==> src/rtl/perf_pkg.sv <==
// rtl/perf_pkg.sv - shared types and constants for the performance window controller
package perf_pkg;

  localparam int CNT_W_DEF  = 32;
  localparam int FRAC_W_DEF = 8;

  localparam logic [CNT_W_DEF-1:0] CPI_SAT = '1;

  typedef enum logic [2:0] {
    ST_IDLE  = 3'd0,
    ST_ARMED = 3'd1,
    ST_RUN   = 3'd2,
    ST_DIV   = 3'd3,
    ST_DONE  = 3'd4
  } perf_state_t;

endpackage

==> src/rtl/perf_div_serial.sv <==
// rtl/perf_div_serial.sv - restoring serial divider, one quotient bit per cycle
module perf_div_serial #(
  parameter int DVD_W = 40,
  parameter int DVS_W = 32,
  parameter int Q_W   = 32
) (
  input  logic             clk,
  input  logic             rst_n,
  input  logic             start,
  input  logic             clear,
  input  logic [DVD_W-1:0] dividend,
  input  logic [DVS_W-1:0] divisor,
  output logic             busy,
  output logic             done,
  output logic [Q_W-1:0]   quotient,
  output logic             q_ovf
);

  localparam int CNT_BITS = $clog2(DVD_W + 1);

  logic [DVD_W-1:0]    q_q, q_d;
  logic [DVS_W-1:0]    rem_q, rem_d;
  logic [DVS_W-1:0]    dvs_q, dvs_d;
  logic [CNT_BITS-1:0] cnt_q, cnt_d;
  logic                busy_q, busy_d;
  logic                done_q, done_d;
  logic [DVS_W:0]      trial;
  logic [DVS_W:0]      diff;

  // Dividend bits shift out of the top of q while quotient bits fill in from the bottom.
  assign trial = {rem_q, q_q[DVD_W-1]};
  assign diff  = trial - {1'b0, dvs_q};

  always_comb begin
    q_d    = q_q;
    rem_d  = rem_q;
    dvs_d  = dvs_q;
    cnt_d  = cnt_q;
    busy_d = busy_q;
    done_d = 1'b0;
    if (clear) begin
      busy_d = 1'b0;
      cnt_d  = '0;
    end else if (start) begin
      q_d    = dividend;
      rem_d  = '0;
      dvs_d  = divisor;
      cnt_d  = CNT_BITS'(DVD_W);
      busy_d = 1'b1;
    end else if (busy_q) begin
      if (trial >= {1'b0, dvs_q}) begin
        rem_d = diff[DVS_W-1:0];
        q_d   = {q_q[DVD_W-2:0], 1'b1};
      end else begin
        rem_d = trial[DVS_W-1:0];
        q_d   = {q_q[DVD_W-2:0], 1'b0};
      end
      cnt_d = cnt_q - CNT_BITS'(1);
      if (cnt_q == CNT_BITS'(1)) begin
        busy_d = 1'b0;
        done_d = 1'b1;
      end
    end
  end

  always_ff @(posedge clk or negedge rst_n) begin
    if (!rst_n) begin
      q_q    <= '0;
      rem_q  <= '0;
      dvs_q  <= '0;
      cnt_q  <= '0;
      busy_q <= 1'b0;
      done_q <= 1'b0;
    end else begin
      q_q    <= q_d;
      rem_q  <= rem_d;
      dvs_q  <= dvs_d;
      cnt_q  <= cnt_d;
      busy_q <= busy_d;
      done_q <= done_d;
    end
  end

  assign busy     = busy_q;
  assign done     = done_q;
  assign quotient = q_q[Q_W-1:0];
  assign q_ovf    = |q_q[DVD_W-1:Q_W];

endmodule

==> src/rtl/perf_window_ctrl.sv <==
// rtl/perf_window_ctrl.sv - measurement window FSM, saturating counters and CPI publication
module perf_window_ctrl
  import perf_pkg::*;
#(
  parameter int CNT_W  = CNT_W_DEF,
  parameter int FRAC_W = FRAC_W_DEF
) (
  input  logic             clk,
  input  logic             rst_n,
  input  logic             cfg_start,
  input  logic             cfg_stop,
  input  logic [CNT_W-1:0] cfg_instr_limit,
  input  logic             start_instr,
  input  logic             end_instr,
  output logic             busy,
  output logic             done,
  output logic [CNT_W-1:0] total_cycles,
  output logic [CNT_W-1:0] instr_count,
  output logic [CNT_W-1:0] cpi,
  output logic             cpi_valid,
  output logic             overflow
);

  localparam logic [CNT_W-1:0] SAT = '1;
  localparam logic [CNT_W-1:0] ONE = CNT_W'(1);

  perf_state_t      state_q, state_d;
  logic [CNT_W-1:0] cycles_q, cycles_d;
  logic [CNT_W-1:0] instr_q, instr_d;
  logic [CNT_W-1:0] limit_q, limit_d;
  logic [CNT_W-1:0] cpi_q, cpi_d;
  logic             cpi_valid_q, cpi_valid_d;
  logic             overflow_q, overflow_d;
  logic             done_q, done_d;
  logic             busy_q, busy_d;

  logic             go_div;
  logic             div_start;
  logic             div_busy;
  logic             div_done;
  logic             div_q_ovf;
  logic [CNT_W-1:0] div_quot;
  logic [CNT_W:0]   cyc_sum;
  logic [CNT_W:0]   ins_sum;

  assign cyc_sum = {1'b0, cycles_q} + {{CNT_W{1'b0}}, 1'b1};
  assign ins_sum = {1'b0, instr_q} + {{CNT_W{1'b0}}, 1'b1};

  always_comb begin
    state_d     = state_q;
    cycles_d    = cycles_q;
    instr_d     = instr_q;
    limit_d     = limit_q;
    cpi_d       = cpi_q;
    cpi_valid_d = cpi_valid_q;
    overflow_d  = overflow_q;
    done_d      = 1'b0;
    go_div      = 1'b0;
    div_start   = 1'b0;

    case (state_q)
      ST_ARMED: begin
        if (cfg_stop) begin
          go_div = 1'b1;
        end else if (start_instr) begin
          cycles_d = ONE;
          instr_d  = end_instr ? ONE : '0;
          state_d  = ST_RUN;
          go_div   = end_instr && (limit_q != '0) && (instr_d == limit_q);
        end
      end
      ST_RUN: begin
        if (cyc_sum[CNT_W]) overflow_d = 1'b1;
        else                cycles_d   = cyc_sum[CNT_W-1:0];
        if (end_instr) begin
          if (ins_sum[CNT_W]) overflow_d = 1'b1;
          else                instr_d    = ins_sum[CNT_W-1:0];
        end
        go_div = cfg_stop || (end_instr && (limit_q != '0) && (instr_d == limit_q));
      end
      ST_DIV: begin
        // A zero-instruction window never started the divider.
        if (instr_q == '0) begin
          cpi_d       = SAT;
          cpi_valid_d = 1'b1;
          done_d      = 1'b1;
          state_d     = ST_DONE;
        end else if (div_done && !div_busy) begin
          cpi_d       = div_q_ovf ? SAT : div_quot;
          cpi_valid_d = 1'b1;
          done_d      = 1'b1;
          state_d     = ST_DONE;
        end
      end
      ST_DONE: state_d = ST_IDLE;
      default: ;
    endcase

    // The divider loads the post-increment counts so the stop cycle is included.
    if (go_div) begin
      state_d   = ST_DIV;
      div_start = (instr_d != '0);
    end

    if (cfg_start) begin
      state_d     = ST_ARMED;
      cycles_d    = '0;
      instr_d     = '0;
      limit_d     = cfg_instr_limit;
      cpi_d       = '0;
      cpi_valid_d = 1'b0;
      overflow_d  = 1'b0;
      done_d      = 1'b0;
      div_start   = 1'b0;
    end

    busy_d = (state_d == ST_ARMED) || (state_d == ST_RUN) || (state_d == ST_DIV);
  end

  always_ff @(posedge clk or negedge rst_n) begin
    if (!rst_n) begin
      state_q     <= ST_IDLE;
      cycles_q    <= '0;
      instr_q     <= '0;
      limit_q     <= '0;
      cpi_q       <= '0;
      cpi_valid_q <= 1'b0;
      overflow_q  <= 1'b0;
      done_q      <= 1'b0;
      busy_q      <= 1'b0;
    end else begin
      state_q     <= state_d;
      cycles_q    <= cycles_d;
      instr_q     <= instr_d;
      limit_q     <= limit_d;
      cpi_q       <= cpi_d;
      cpi_valid_q <= cpi_valid_d;
      overflow_q  <= overflow_d;
      done_q      <= done_d;
      busy_q      <= busy_d;
    end
  end

  perf_div_serial #(
    .DVD_W(CNT_W + FRAC_W),
    .DVS_W(CNT_W),
    .Q_W  (CNT_W)
  ) u_div (
    .clk     (clk),
    .rst_n   (rst_n),
    .start   (div_start),
    .clear   (cfg_start),
    .dividend({cycles_d, {FRAC_W{1'b0}}}),
    .divisor (instr_d),
    .busy    (div_busy),
    .done    (div_done),
    .quotient(div_quot),
    .q_ovf   (div_q_ovf)
  );

  assign busy         = busy_q;
  assign done         = done_q;
  assign total_cycles = cycles_q;
  assign instr_count  = instr_q;
  assign cpi          = cpi_q;
  assign cpi_valid    = cpi_valid_q;
  assign overflow     = overflow_q;

endmodule

==> config.mk <==
export PLATFORM = sky130hd
export DESIGN_NAME = perf_window_ctrl
export DESIGN_NICKNAME = d
export VERILOG_FILES = /design/src/rtl/perf_pkg.sv /design/src/rtl/perf_div_serial.sv /design/src/rtl/perf_window_ctrl.sv
export SDC_FILE = /design/constraint.sdc
export NUM_CORES = 1
export LEC_CHECK = 0
export ABC_AREA = 1
export ABC_CLOCK_PERIOD_IN_PS = 3720
export CAP_MARGIN = 5
export CORE_UTILIZATION = 40
export DETAILED_ROUTE_END_ITERATION = 8
export GPL_TIMING_DRIVEN = 1
export PLACE_DENSITY = 0.67
export REMOVE_ABC_BUFFERS = 1
export SETUP_SLACK_MARGIN = 0.3
export SLEW_MARGIN = 10
export SYNTH_ARGS = -nofsm -noshare
export SYNTH_HDL_FRONTEND = slang
export SYNTH_SLANG_ARGS = --single-unit
==> constraint.sdc <==
create_clock -name clk -period 3.72 [get_ports clk]
set_clock_uncertainty 0.1 [all_clocks]
set_input_delay 0.744 -clock clk [delete_from_list [all_inputs] [get_ports clk]]
set_output_delay 0.744 -clock clk [all_outputs]
set_load 0.02 [all_outputs]
==> impl_results.rst, run 1 <==
.. list-table::
   :header-rows: 1

   * - Metric
     - Value
   * - Run status
     - complete, no violations
   * - Share of the cycle needed by the critical path after routing
     - 93.58%
   * - Number of clock sinks seen by CTS
     - 247
   * - IO Pins
     - 138
   * - Arr. time, crit path
     - 3.89 ns
   * - Maximum level of the CTS H-tree
     - 1
   * - Number of global-route vias before repair
     - 15630
   * - Most frequent cells after synthesis
     - sky130_fd_sc_hd__nand2_1, sky130_fd_sc_hd__dfrtp_1, sky130_fd_sc_hd__inv_1
   * - Count of flip-flops with a built-in enable after synthesis
     - 0
   * - Routed wirelength normalized by instance count
     - 17.74 microns
   * - Antenna-violating nets left
     - 0
   * - Sequential area share after synthesis
     - 39.60%
   * - Floorplan die width
     - 199.5 microns
   * - Skew-Pair Late Insertion Delay
     - 0.58 ns
   * - Maximum number of pins on one net before global-route repair
     - 88
   * - Routability congestion estimate
     - 0.9729
   * - Number of nets in the finished design
     - 2599
   * - DP Wirelength
     - 38.88 mm
   * - Layout fillers
     - 3757
   * - Biggest fanout along the worst timing path
     - 16
   * - Avg Vias per Cell
     - 5.336
   * - First-pass GRT wire length
     - 84.12 mm
   * - Std-Cell Rows
     - 71
   * - Number of clock buffers inserted by TritonCTS
     - 30
   * - RSZ-0062 raised after global routing
     - yes
   * - Area leader, netlist
     - sky130_fd_sc_hd__dfrtp_1
   * - Worst endpoint required time
     - 4.13 ns
   * - Leakage
     - 9.823 nW
   * - Post-Synthesis Cells
     - 2268
   * - Final count of hold timing violations
     - 0
   * - Max_cap viols
     - 0
   * - Largest vdd supply drop
     - 0.5061 mV
   * - Reg clk slew, reported paths
     - 0.06 ns
   * - Synth-to-Final Area Change
     - 30.59%
   * - Final core utilization
     - 53.61%
   * - Leading cell type by number of instances after synthesis
     - sky130_fd_sc_hd__nand2_1
   * - CP startpoint kind
     - register
   * - Type of the worst setup path
     - reg -> reg
   * - Congestion Overflow GR
     - 0
   * - Largest buffer count on any clock path
     - 3
   * - Instance area after placement
     - 18460 sq um
   * - TritonCTS clock tree
     - built
   * - Cell types occupying the most area after synthesis
     - sky130_fd_sc_hd__dfrtp_1, sky130_fd_sc_hd__nand2_1, sky130_fd_sc_hd__nand3_1
   * - Die height
     - 199.5 microns
   * - Post-route minimum period
     - 3.481 ns
   * - Overall die area
     - 39820 sq um
   * - Initial antenna violation count
     - 0
   * - Synth unique cells
     - 50
   * - Area share of the largest cell type after synthesis
     - 39.60%
   * - Pre-CTS setup slack
     - -0.5502 ns
   * - Final setup vio count
     - 0
   * - #FFs+latches synth
     - 247
   * - Count of yosys warnings during synthesis
     - 0
   * - Netlist area before placement
     - 15610 sq um
   * - Overall via count from detail_route
     - 16320
   * - Max transition margin
     - 47.41%
   * - Effective utilization at floorplan
     - 41.06%
   * - Setup TNS
     - 0 ns
   * - Diodes inserted
     - 0
   * - Detailed Routing Iterations Pass 1
     - 6
   * - Root Buffer
     - sky130_fd_sc_hd__clkbuf_16
   * - Reg2Reg Depth
     - 21
   * - Count of buffers inserted at the top-level ports
     - 137
   * - Post-synth ARST share
     - 100.0%
   * - Worst hold-check path type
     - in -> async
   * - Transition at the pin with the smallest max-transition slack
     - 0.7889 ns
   * - Pins over their slew limit
     - 0
   * - Share of final-layout standard cells stronger than drive strength 1
     - 13.43%
   * - Most used DFF post-synth
     - sky130_fd_sc_hd__dfrtp_1
   * - Final WS setup
     - 0.2390 ns
   * - Total Routing Usage GR
     - 26.83%
   * - Maximum operating frequency
     - 287.3 MHz
   * - Detailed-route wire length
     - 54.26 mm
   * - PD cells
     - 772.0 nW/um^2
   * - Post-detailed-route DRC marker count
     - 0
   * - Critical Path End Type
     - register
   * - Non-Filler Cell Area, Final
     - 20380 sq um
   * - Syn Area/Cell
     - 6.883 sq um
   * - 1st-iter DRT viols
     - 1303
   * - Core area
     - 38020 sq um
==> worst paths after layout <==
path,to,start,slack (ns)
max,u_div.rem_q[20],instr_count[9],0.24
min,limit_q[16],rst_n,0.09
max reg2reg,u_div.rem_q[20],instr_count[9],0.24
min reg2reg,u_div.rem_q[31],u_div.rem_q[31],0.39
max in group asynchronous,u_div.q_q[2],rst_n,2.45
min in group clk,u_div.rem_q[31],u_div.rem_q[31],0.39
==> routing by layer <==
metal	vias up	routed length, microns	GRT usage [%]
li1	7860	-	-
met1	7808	23820	36.12
met2	562	25800	45.13
met3	89	3385	3.257
met4	0	1256	7.492
met5	-	0	0
==> stage by stage <==
stage	instances	power (mW)	hold slack [ns]
2_1_floorplan	2175	9.020	0.3427
3_5_place_dp	2974	12.10	0.3665
3_3_place_gp	2974	12.00	0.3596
6_report	3058	15.74	0.08971
4_1_cts	3038	15.52	0.1002
5_1_grt	3058	16.94	0.1228
==> logic make-up (layout without fill, tap and decap cells) <==
| group | Yosys count | in the layout | share of synthesized area (%) |
|---|---|---|---|
| xor+xnor | 56 | 56 | 3.415 |
| simple gates | 1247 | 1249 | 33.36 |
| buf+inv | 345 | 622 | 8.833 |
| compound gates | 333 | 333 | 11.57 |
| fa+ha+maj | 38 | 38 | 3.094 |
| mux | 2 | 2 | 0.1363 |
| flops | 247 | 247 | 39.60 |
==> registers in the layout, summed over array words and instances (netlist names) <==
| signal | cells |
|---|---|
| busy | 1 |
| cpi | 32 |
| cpi_valid | 1 |
| done | 1 |
| instr_count | 32 |
| limit_q | 32 |
| overflow | 1 |
| state_q | 3 |
| total_cycles | 32 |
| u_div.busy | 1 |
| u_div.cnt_q | 6 |
| u_div.done | 1 |
| u_div.dvs_q | 32 |
| u_div.q_q | 40 |
| u_div.rem_q | 32 |
==> timing repair <==
action,in CTS,in global routing
resized for setup,24,118
buffers inserted,7,11
cloned,1,9
hold buffers,0,0
pin swaps,13,44
endpoints found under the setup margin,110,112
==> final cells by class <==
cell class / instances / area (sq um) / area share, %
Clock buffer: 39 / 845.8 / 4.149
Clock inverter: 17 / 260.3 / 1.277
Tap cell: 511 / 639.4 / 3.137
Inverter: 252 / 953.4 / 4.677
Sequential cell: 247 / 6181 / 30.32
Timing Repair Buffer: 314 / 3080 / 15.11
Multi-Input combinational cell: 1678 / 8424 / 41.33
==> placed cells by master (no fill, tap or decap), types with 19 or more instances in the layout <==
cell | Yosys | routed
sky130_fd_sc_hd__nand2_2 | 5 | 34
sky130_fd_sc_hd__nor2_1 | 192 | 165
sky130_fd_sc_hd__nand2_1 | 732 | 697
sky130_fd_sc_hd__nand3_1 | 223 | 211
sky130_fd_sc_hd__buf_4 | 5 | 140
sky130_fd_sc_hd__a21oi_1 | 94 | 94
sky130_fd_sc_hd__dfrtp_1 | 247 | 247
sky130_fd_sc_hd__nor2_2 | 1 | 20
sky130_fd_sc_hd__o21ai_0 | 141 | 134
sky130_fd_sc_hd__xor2_1 | 34 | 34
sky130_fd_sc_hd__inv_1 | 239 | 235
sky130_fd_sc_hd__xnor2_1 | 19 | 19
sky130_fd_sc_hd__ha_1 | 37 | 36
sky130_fd_sc_hd__clkdlybuf4s50_1 | 0 | 134
sky130_fd_sc_hd__nor3_1 | 26 | 23
sky130_fd_sc_hd__o21ai_1 | 38 | 44
sky130_fd_sc_hd__nand4_1 | 35 | 35
sky130_fd_sc_hd__clkbuf_16 | 0 | 37
==> where the power goes <==
part | internal [mW] | switching [mW] | total, mW
clock | 2.02 | 1.25 | 3.27
combinational | 3.29 | 5.23 | 8.53
sequential | 3.35 | 0.592 | 3.94
total | 8.67 | 7.07 | 15.7
==> critical path, stage by stage, from the launching register on <==
cell and delay, ns:
sky130_fd_sc_hd__dfrtp_1 0.38, sky130_fd_sc_hd__nand2_1 0.14, sky130_fd_sc_hd__nor2_2 0.08, sky130_fd_sc_hd__nand2_2 0.15, sky130_fd_sc_hd__nor2_4 0.08, sky130_fd_sc_hd__buf_12 0.13, sky130_fd_sc_hd__buf_12 0.12, sky130_fd_sc_hd__nand2_4 0.12
sky130_fd_sc_hd__nand3_1 0.14, sky130_fd_sc_hd__nand3_1 0.10, sky130_fd_sc_hd__o21ai_0 0.15, sky130_fd_sc_hd__nor2_1 0.17, sky130_fd_sc_hd__nand3_1 0.18, sky130_fd_sc_hd__nor2_1 0.14, sky130_fd_sc_hd__nand4_1 0.25, sky130_fd_sc_hd__buf_4 0.24
sky130_fd_sc_hd__nand3_4 0.16, sky130_fd_sc_hd__nand2_4 0.11, sky130_fd_sc_hd__inv_8 0.13, sky130_fd_sc_hd__buf_12 0.17, sky130_fd_sc_hd__nand2_1 0.07, sky130_fd_sc_hd__nand2_1 0.07
Power figures use the tool's default switching activity.
==> inputs of run 2 (changes only) <==
Settings changed: CORE_UTILIZATION 40 to 25, PLACE_DENSITY 0.67 to 0.49.
==> run 2 against run 1 <==
- largest power group unchanged
- die area increased by 59%
- critical path depth grew 6
- critical endpoint is now u_div.q_q[39]
- largest cell class unchanged
- non-clock buffer count is 40 higher
- final cell count increased by 12%
- setup slack got worse by 0.11 ns
- clock power is 7.0% lower
- sequential power about the same
- wire length increased by 13%
==> impl_results.rst, run 2 (synthesis gave the netlist of run 1 again) <==
.. list-table::
   :header-rows: 1

   * - Metric
     - Value
   * - Register with the most flip-flops
     - u_div.q_q
   * - Congestion Overflow GR
     - 0 (unchanged)
   * - Number of clock buffers inserted by TritonCTS
     - 30 (unchanged)
   * - Number of clock sinks seen by CTS
     - 247 (unchanged)
   * - Critical Path End Type
     - register
   * - Most common library cell in the layout ignoring fill and taps
     - sky130_fd_sc_hd__nand2_1
   * - Overall via count from detail_route
     - 16370 (+0.33%)
   * - Pins over their slew limit
     - 0 (unchanged)
   * - Max FFs per register
     - 40 (unchanged)
   * - Number of nets in the finished design
     - 2638 (+1.5%)
   * - Std-Cell Rows
     - 91 (+28%)
   * - Number of global-route vias before repair
     - 16540 (+5.9%)
   * - First-pass GRT wire length
     - 93.57 mm (+11%)
   * - Initial antenna violation count
     - 1 (+1)
   * - Number of hold-repair buffers added at the cts stage
     - 0 (unchanged)
   * - Detailed Routing Iterations Pass 1
     - 5 (-1)
   * - Final core utilization
     - 34.54% (-19 points)
   * - Non-filler instance count after layout
     - 3421 (+12%)
   * - IO Pins
     - 138 (unchanged)
   * - Root Buffer
     - sky130_fd_sc_hd__clkbuf_16
   * - TritonCTS clock tree
     - built
   * - Avg Vias per Cell
     - 4.786 (-10%)
   * - Post-detailed-route DRC marker count
     - 0 (unchanged)
   * - Core area
     - 61710 sq um (+62%)
   * - Share of the cycle needed by the critical path after routing
     - 96.54% (+3.0 points)
   * - Leakage
     - 10.10 nW (+2.8%)
   * - Count of buffers inserted at the top-level ports
     - 137 (unchanged)
   * - Overall die area
     - 63440 sq um (+59%)
   * - Largest vdd supply drop
     - 0.4313 mV (-15%)
   * - Detailed-route wire length
     - 61.25 mm (+13%)
   * - PD cells
     - 744.9 nW/um^2 (-3.5%)
   * - Diodes inserted
     - 0 (unchanged)
   * - Type of the worst setup path
     - reg -> reg
   * - Max transition margin
     - 46.79% (-0.62 points)
   * - Largest buffer count on any clock path
     - 3 (unchanged)
   * - Routed wirelength normalized by instance count
     - 17.90 microns (+0.90%)
   * - Die height
     - 251.9 microns (+26%)
   * - Floorplan die width
     - 251.9 microns (+26%)
   * - DP Wirelength
     - 43.77 mm (+13%)
   * - Routability congestion estimate
     - 0.9334 (-4.1%)
   * - Effective utilization at floorplan
     - 25.30% (-16 points)
   * - Highest-count cells in the layout ignoring fill and taps
     - sky130_fd_sc_hd__nand2_1, sky130_fd_sc_hd__dfrtp_1, sky130_fd_sc_hd__inv_1
   * - Post-route minimum period
     - 3.591 ns (+0.1101 ns)
   * - Biggest fanout along the worst timing path
     - 8 (-8)
   * - Synth-to-Final Area Change
     - 36.57%
   * - Final count of hold timing violations
     - 0 (unchanged)
   * - Arr. time, crit path
     - 3.99 ns (+0.10 ns)
   * - Maximum level of the CTS H-tree
     - 1 (unchanged)
   * - RSZ-0062 raised after global routing
     - yes
   * - CP startpoint kind
     - register
   * - Maximum number of pins on one net before global-route repair
     - 80 (-9.1%)
   * - Antenna-violating nets left
     - 0 (unchanged)
   * - Instance count after placement with tap cells included
     - 3323 (+12%)
   * - Final setup vio count
     - 0 (unchanged)
   * - Reg clk slew, reported paths
     - 0.06 ns (about the same)
   * - Skew-Pair Late Insertion Delay
     - 0.61 ns (+0.03 ns)
   * - Max_cap viols
     - 0 (unchanged)
   * - Worst endpoint required time
     - 4.12 ns (about the same)
   * - Share of final-layout standard cells stronger than drive strength 1
     - 15.56% (+2.1 points)
   * - Total Routing Usage GR
     - 18.76% (-8.1 points)
   * - Run status
     - complete, no violations
   * - 1st-iter DRT viols
     - 1175 (-9.8%)
   * - Worst hold-check path type
     - in -> async
   * - Transition at the pin with the smallest max-transition slack
     - 0.7960 ns (+0.007069 ns)
   * - Maximum operating frequency
     - 278.5 MHz (-3.1%)
==> run 2: changes by cell type in the layout (fill, tap and decap cells not counted), sizes merged <==
cell    delta
buf       +35
bufinv     -3
clkbuf     +6
clkinv     +1
inv        -1
nand2      -1
==> run 2: per-stage QoR <==
stage	area (sq um)	setup TNS (ns)	setup WS (ns)	hold slack (ns)	power, mW
2_1_floorplan	15180	-258.50	-2.822	0.3427	9.020
3_3_place_gp	19090	-91.76	-0.9023	0.3591	12.26
3_5_place_dp	19090	-97.96	-0.9413	0.3670	12.28
4_1_cts	20470	0	0.2259	0.04374	15.58
5_1_grt	21320	-3.720	-0.08544	0.04758	17.21
6_report	21320	0	0.1288	0.009415	15.88
==> run 2: repair_timing <==
item,CTS,global route
hold endpoints to repair,0,0
resized for setup,44,130
pin swaps,18,36
setup endpoints to repair,113,114
cloned,3,15
setup buffers,17,9
==> run 2: area by class of cell <==
cell class	instances	area, sq um
clock buffers	40	818.3
inverters	252	963.4
clock inverters	14	183.9
well taps	837	1047
flip-flops and latches	247	6181
multi-input cells	1677	8553
fillers	6653	40390
repair buffers	354	3571
==> run 2: path summary, 6_finish.rpt <==
| path | start | to | slack [ns] | depth (start not counted) |
|---|---|---|---|---|
| max in group asynchronous | rst_n | cpi[17] | 2.64 | 2 |
| min reg2reg | u_div.rem_q[31] | u_div.rem_q[31] | 0.38 | 2 |
| max | instr_count[3] | u_div.q_q[39] | 0.13 | 27 |
| min | rst_n | limit_q[17] | 0.009 | 1 |
| max reg2reg | instr_count[3] | u_div.q_q[39] | 0.13 | 27 |
| min in group clk | u_div.rem_q[31] | u_div.rem_q[31] | 0.38 | 2 |
==> run 2: worst max-delay path, cell delays in order, from the launching register on <==
cell and delay (ns):
sky130_fd_sc_hd__dfrtp_1 0.47, sky130_fd_sc_hd__nand2_1 0.15, sky130_fd_sc_hd__nor2_4 0.14, sky130_fd_sc_hd__nand2_4 0.08, sky130_fd_sc_hd__nor2_4 0.16, sky130_fd_sc_hd__nand3_4 0.13, sky130_fd_sc_hd__buf_6 0.16, sky130_fd_sc_hd__buf_16 0.14
sky130_fd_sc_hd__buf_4 0.13, sky130_fd_sc_hd__nand2_1 0.12, sky130_fd_sc_hd__xor3_1 0.19, sky130_fd_sc_hd__nand2_1 0.06, sky130_fd_sc_hd__nor2_1 0.08, sky130_fd_sc_hd__nand2_1 0.07, sky130_fd_sc_hd__nor2_2 0.09, sky130_fd_sc_hd__nand2_2 0.08
sky130_fd_sc_hd__nand2_1 0.07, sky130_fd_sc_hd__nand2_1 0.06, sky130_fd_sc_hd__nand2_2 0.10, sky130_fd_sc_hd__buf_12 0.11, sky130_fd_sc_hd__nand3_4 0.07, sky130_fd_sc_hd__buf_12 0.19, sky130_fd_sc_hd__buf_12 0.17, sky130_fd_sc_hd__buf_12 0.14
sky130_fd_sc_hd__nand2_2 0.04, sky130_fd_sc_hd__nand2_1 0.05, sky130_fd_sc_hd__nand2_1 0.06, sky130_fd_sc_hd__nand2_1 0.05
==> run 2: where the power goes <==
part           leakage (nW)  switching [mW]  total [mW]  internal, mW
logic                  6.31            5.42        8.87          3.45
clock network         0.478            1.28        3.04          1.76
registers              3.31           0.619        3.97          3.35
total                  10.1            7.32        15.9          8.55
==> run 2: layer usage <==
| metal | wire length (microns) | part of all wire, % | GRT usage (%) |
|---|---|---|---|
| met1 | 27460 | 45 | 24.62 |
| met2 | 29190 | 48 | 32.05 |
| met3 | 3048 | 5.0 | 2.744 |
| met4 | 1549 | 2.5 | 4.987 |
| met5 | 10 | 0.016 | 0 |
==> inputs of run 3 (changes only) <==
Settings changed: CORE_MARGIN set to 10, GPL_ROUTABILITY_DRIVEN set to 0.
==> run 3 against run 2 <==
- core utilization up 0.23 points
- sequential cell count unchanged
- critical path type unchanged
- combinational power up 2.4%
- final cell count down 0.64%
- sequential share of layout area down 0.19 points
- hold slack better by 0.38 ns
- sequential power about the same
==> impl_results.rst, run 3 (synthesis gave the netlist of run 1 again) <==
.. list-table::
   :header-rows: 1

   * - Metric
     - Value
   * - Layout fillers
     - 6664 (+0.17%)
   * - Pins over their slew limit
     - 0 (unchanged)
   * - Root Buffer
     - sky130_fd_sc_hd__clkbuf_16
   * - Core area
     - 61710 sq um (unchanged)
   * - Worst endpoint required time
     - 4.12 ns (about the same)
   * - Maximum operating frequency
     - 277.6 MHz (-0.32%)
   * - Floorplan die width
     - 269.9 microns (+7.1%)
   * - Critical Path End Type
     - register
   * - Overall via count from detail_route
     - 16370 (-0.043%)
   * - Number of clock sinks seen by CTS
     - 247 (unchanged)
   * - Skew-Pair Late Insertion Delay
     - 0.61 ns (about the same)
   * - Transition at the pin with the smallest max-transition slack
     - 0.9423 ns (+0.1463 ns)
   * - Number of clock buffers inserted by TritonCTS
     - 31 (+3.3%)
   * - Share of final-layout standard cells stronger than drive strength 1
     - 16.59% (+1.0 points)
   * - Effective utilization at floorplan
     - 25.30% (unchanged)
   * - Final core utilization
     - 34.77% (+0.23 points)
   * - Reg clk slew, reported paths
     - 0.06 ns (about the same)
   * - Total Routing Usage GR
     - 15.15% (-3.6 points)
   * - Number of global-route vias before repair
     - 16190 (-2.1%)
   * - Slowest cell on the critical path
     - sky130_fd_sc_hd__dfrtp_1
   * - Synth-to-Final Area Change
     - 37.46%
   * - Maximum level of the CTS H-tree
     - 1 (unchanged)
   * - Max_cap viols
     - 0 (unchanged)
   * - Run status
     - complete, no violations
   * - Routed wirelength normalized by instance count
     - 17.64 microns (-1.5%)
   * - Detailed Routing Iterations Pass 1
     - 5 (unchanged)
   * - DP Wirelength
     - 42.45 mm (-3.0%)
   * - Number of nets in the finished design
     - 2613 (-0.95%)
   * - Diodes inserted
     - 0 (unchanged)
   * - Std-Cell Rows
     - 91 (unchanged)
   * - Largest buffer count on any clock path
     - 3 (unchanged)
   * - Instance count after placement with tap cells included
     - 3300 (-0.69%)
   * - Max transition margin
     - 37.09% (-9.7 points)
   * - Post-detailed-route DRC marker count
     - 0 (unchanged)
   * - RSZ-0062 raised after global routing
     - yes
   * - Antenna-violating nets left
     - 0 (unchanged)
   * - Slowest stage delay, CP
     - 0.36 ns (-0.11 ns)
   * - Initial antenna violation count
     - 1 (unchanged)
   * - Type of the worst setup path
     - reg -> reg
   * - 1st-iter DRT viols
     - 1457 (+24%)
   * - Library cell appearing most often on the critical path
     - sky130_fd_sc_hd__nand2_2
   * - Largest vdd supply drop
     - 0.3637 mV (-16%)
   * - Share of the cycle needed by the critical path after routing
     - 96.85% (+0.31 points)
   * - Arr. time, crit path
     - 4.00 ns (about the same)
   * - Congestion Overflow GR
     - 0 (unchanged)
   * - First-pass GRT wire length
     - 90.69 mm (-3.1%)
   * - Detailed-route wire length
     - 59.96 mm (-2.1%)
   * - Count of buffers inserted at the top-level ports
     - 137 (unchanged)
   * - TritonCTS clock tree
     - built
   * - Die height
     - 269.9 microns (+7.1%)
   * - Biggest fanout along the worst timing path
     - 10 (+2)
   * - Maximum number of pins on one net before global-route repair
     - 78 (-2.5%)
   * - Final setup vio count
     - 0 (unchanged)
   * - Register with the most flip-flops
     - u_div.q_q
   * - Leakage
     - 10.25 nW (+1.5%)
   * - Highest-count cells in the layout ignoring fill and taps
     - sky130_fd_sc_hd__nand2_1, sky130_fd_sc_hd__dfrtp_1, sky130_fd_sc_hd__inv_1
   * - Non-filler instance count after layout
     - 3399 (-0.64%)
   * - IO Pins
     - 138 (unchanged)
   * - Worst hold-check path type
     - reg -> reg
   * - Final count of hold timing violations
     - 0 (unchanged)
   * - Most common library cell in the layout ignoring fill and taps
     - sky130_fd_sc_hd__nand2_1
   * - PD cells
     - 766.5 nW/um^2 (+2.9%)
   * - Post-route minimum period
     - 3.603 ns (+0.01154 ns)
   * - Overall die area
     - 72840 sq um (+15%)
   * - CP startpoint kind
     - register
   * - Max FFs per register
     - 40 (unchanged)
   * - Avg Vias per Cell
     - 4.815 (+0.60%)
==> run 3: cell count changes in the layout (fill, tap and decap cells not counted), moves of 4 or more <==
cell                        change
sky130_fd_sc_hd__buf_4         -29
sky130_fd_sc_hd__bufinv_16      +4
sky130_fd_sc_hd__clkbuf_1       -5
sky130_fd_sc_hd__clkbuf_16      +5
sky130_fd_sc_hd__inv_1          -4
sky130_fd_sc_hd__nand2_1       -34
sky130_fd_sc_hd__nand2_2       +27
sky130_fd_sc_hd__nand2_4        +7
sky130_fd_sc_hd__nand3_1       -11
sky130_fd_sc_hd__nand3_2       +11
sky130_fd_sc_hd__o21ai_1        +8
sky130_fd_sc_hd__o21ai_2        -5
==> run 3: stage by stage <==
step | hold slack (ns) | setup slack, ns | area, sq um | power (mW) | setup TNS (ns)
floorplan | 0.3427 | -2.822 | 15180 | 9.020 | -258.50
global placement | 0.3595 | -0.4266 | 18910 | 12.22 | -40.76
detailed placement | 0.3723 | -0.4574 | 18910 | 12.25 | -44.60
CTS | 0.3861 | 0.3085 | 20260 | 15.93 | 0
global route | 0.4165 | -0.05931 | 21460 | 17.73 | -1.426
finish | 0.3943 | 0.1173 | 21460 | 16.45 | 0
==> run 3: where the power goes <==
part | total (mW) | switching, mW | internal [mW]
clock | 3.43 | 1.31 | 2.12
sequential | 3.94 | 0.592 | 3.35
combinational | 9.08 | 5.50 | 3.57
==> run 3: metal layers <==
metal  wire length [microns]  GRT usage (%)  vias to the layer above
li1                        -              -                     7908
met3                    4068          3.372                       78
met5                       0              0                        -
met2                   27300          24.60                      516
met1                   27290          20.10                     7864
met4                    1302          3.578                        0
==> run 3: timing repair <==
item,4_1_cts,5_1_grt
hold buffers,1,0
pin swaps,7,46
cloned,2,18
resized for setup,25,210
endpoints found under the hold margin,5,0
endpoints found under the setup margin,112,115
buffers inserted,6,14
==> run 3: worst paths after layout <==
check                                startpoint         endpoint  depth (start not counted)  slack [ns]
worst max-delay path             instr_count[0]    u_div.q_q[10]                         28        0.12
worst min-delay path            u_div.dvs_q[27]  u_div.dvs_q[27]                          2        0.39
worst max register to register   instr_count[0]    u_div.q_q[10]                         28        0.12
worst min register to register  u_div.dvs_q[27]  u_div.dvs_q[27]                          2        0.39
max in group asynchronous                 rst_n  total_cycles[7]                          3        2.06
min in group asynchronous                 rst_n      limit_q[19]                          2        0.58
==> run 3: final cells by class <==
cell class / count / area, sq um / area share, %
clock inverters: 20 / 306.5 / 1.429
flip-flops and latches: 247 / 6181 / 28.81
inverters: 252 / 965.9 / 4.502
repair buffers: 329 / 3422 / 15.95
clock buffers: 38 / 852.1 / 3.971
well taps: 837 / 1047 / 4.881
multi-input cells: 1676 / 8682 / 40.46
==> run 3: critical path: cells and delay by family (launching register included) <==
kind,cells,cell delay [ns]
adder cells (fa/ha/maj),1,0.19
buffers and inverters,7,0.77
flip-flops,1,0.36
AND/OR/NAND/NOR,20,2.07
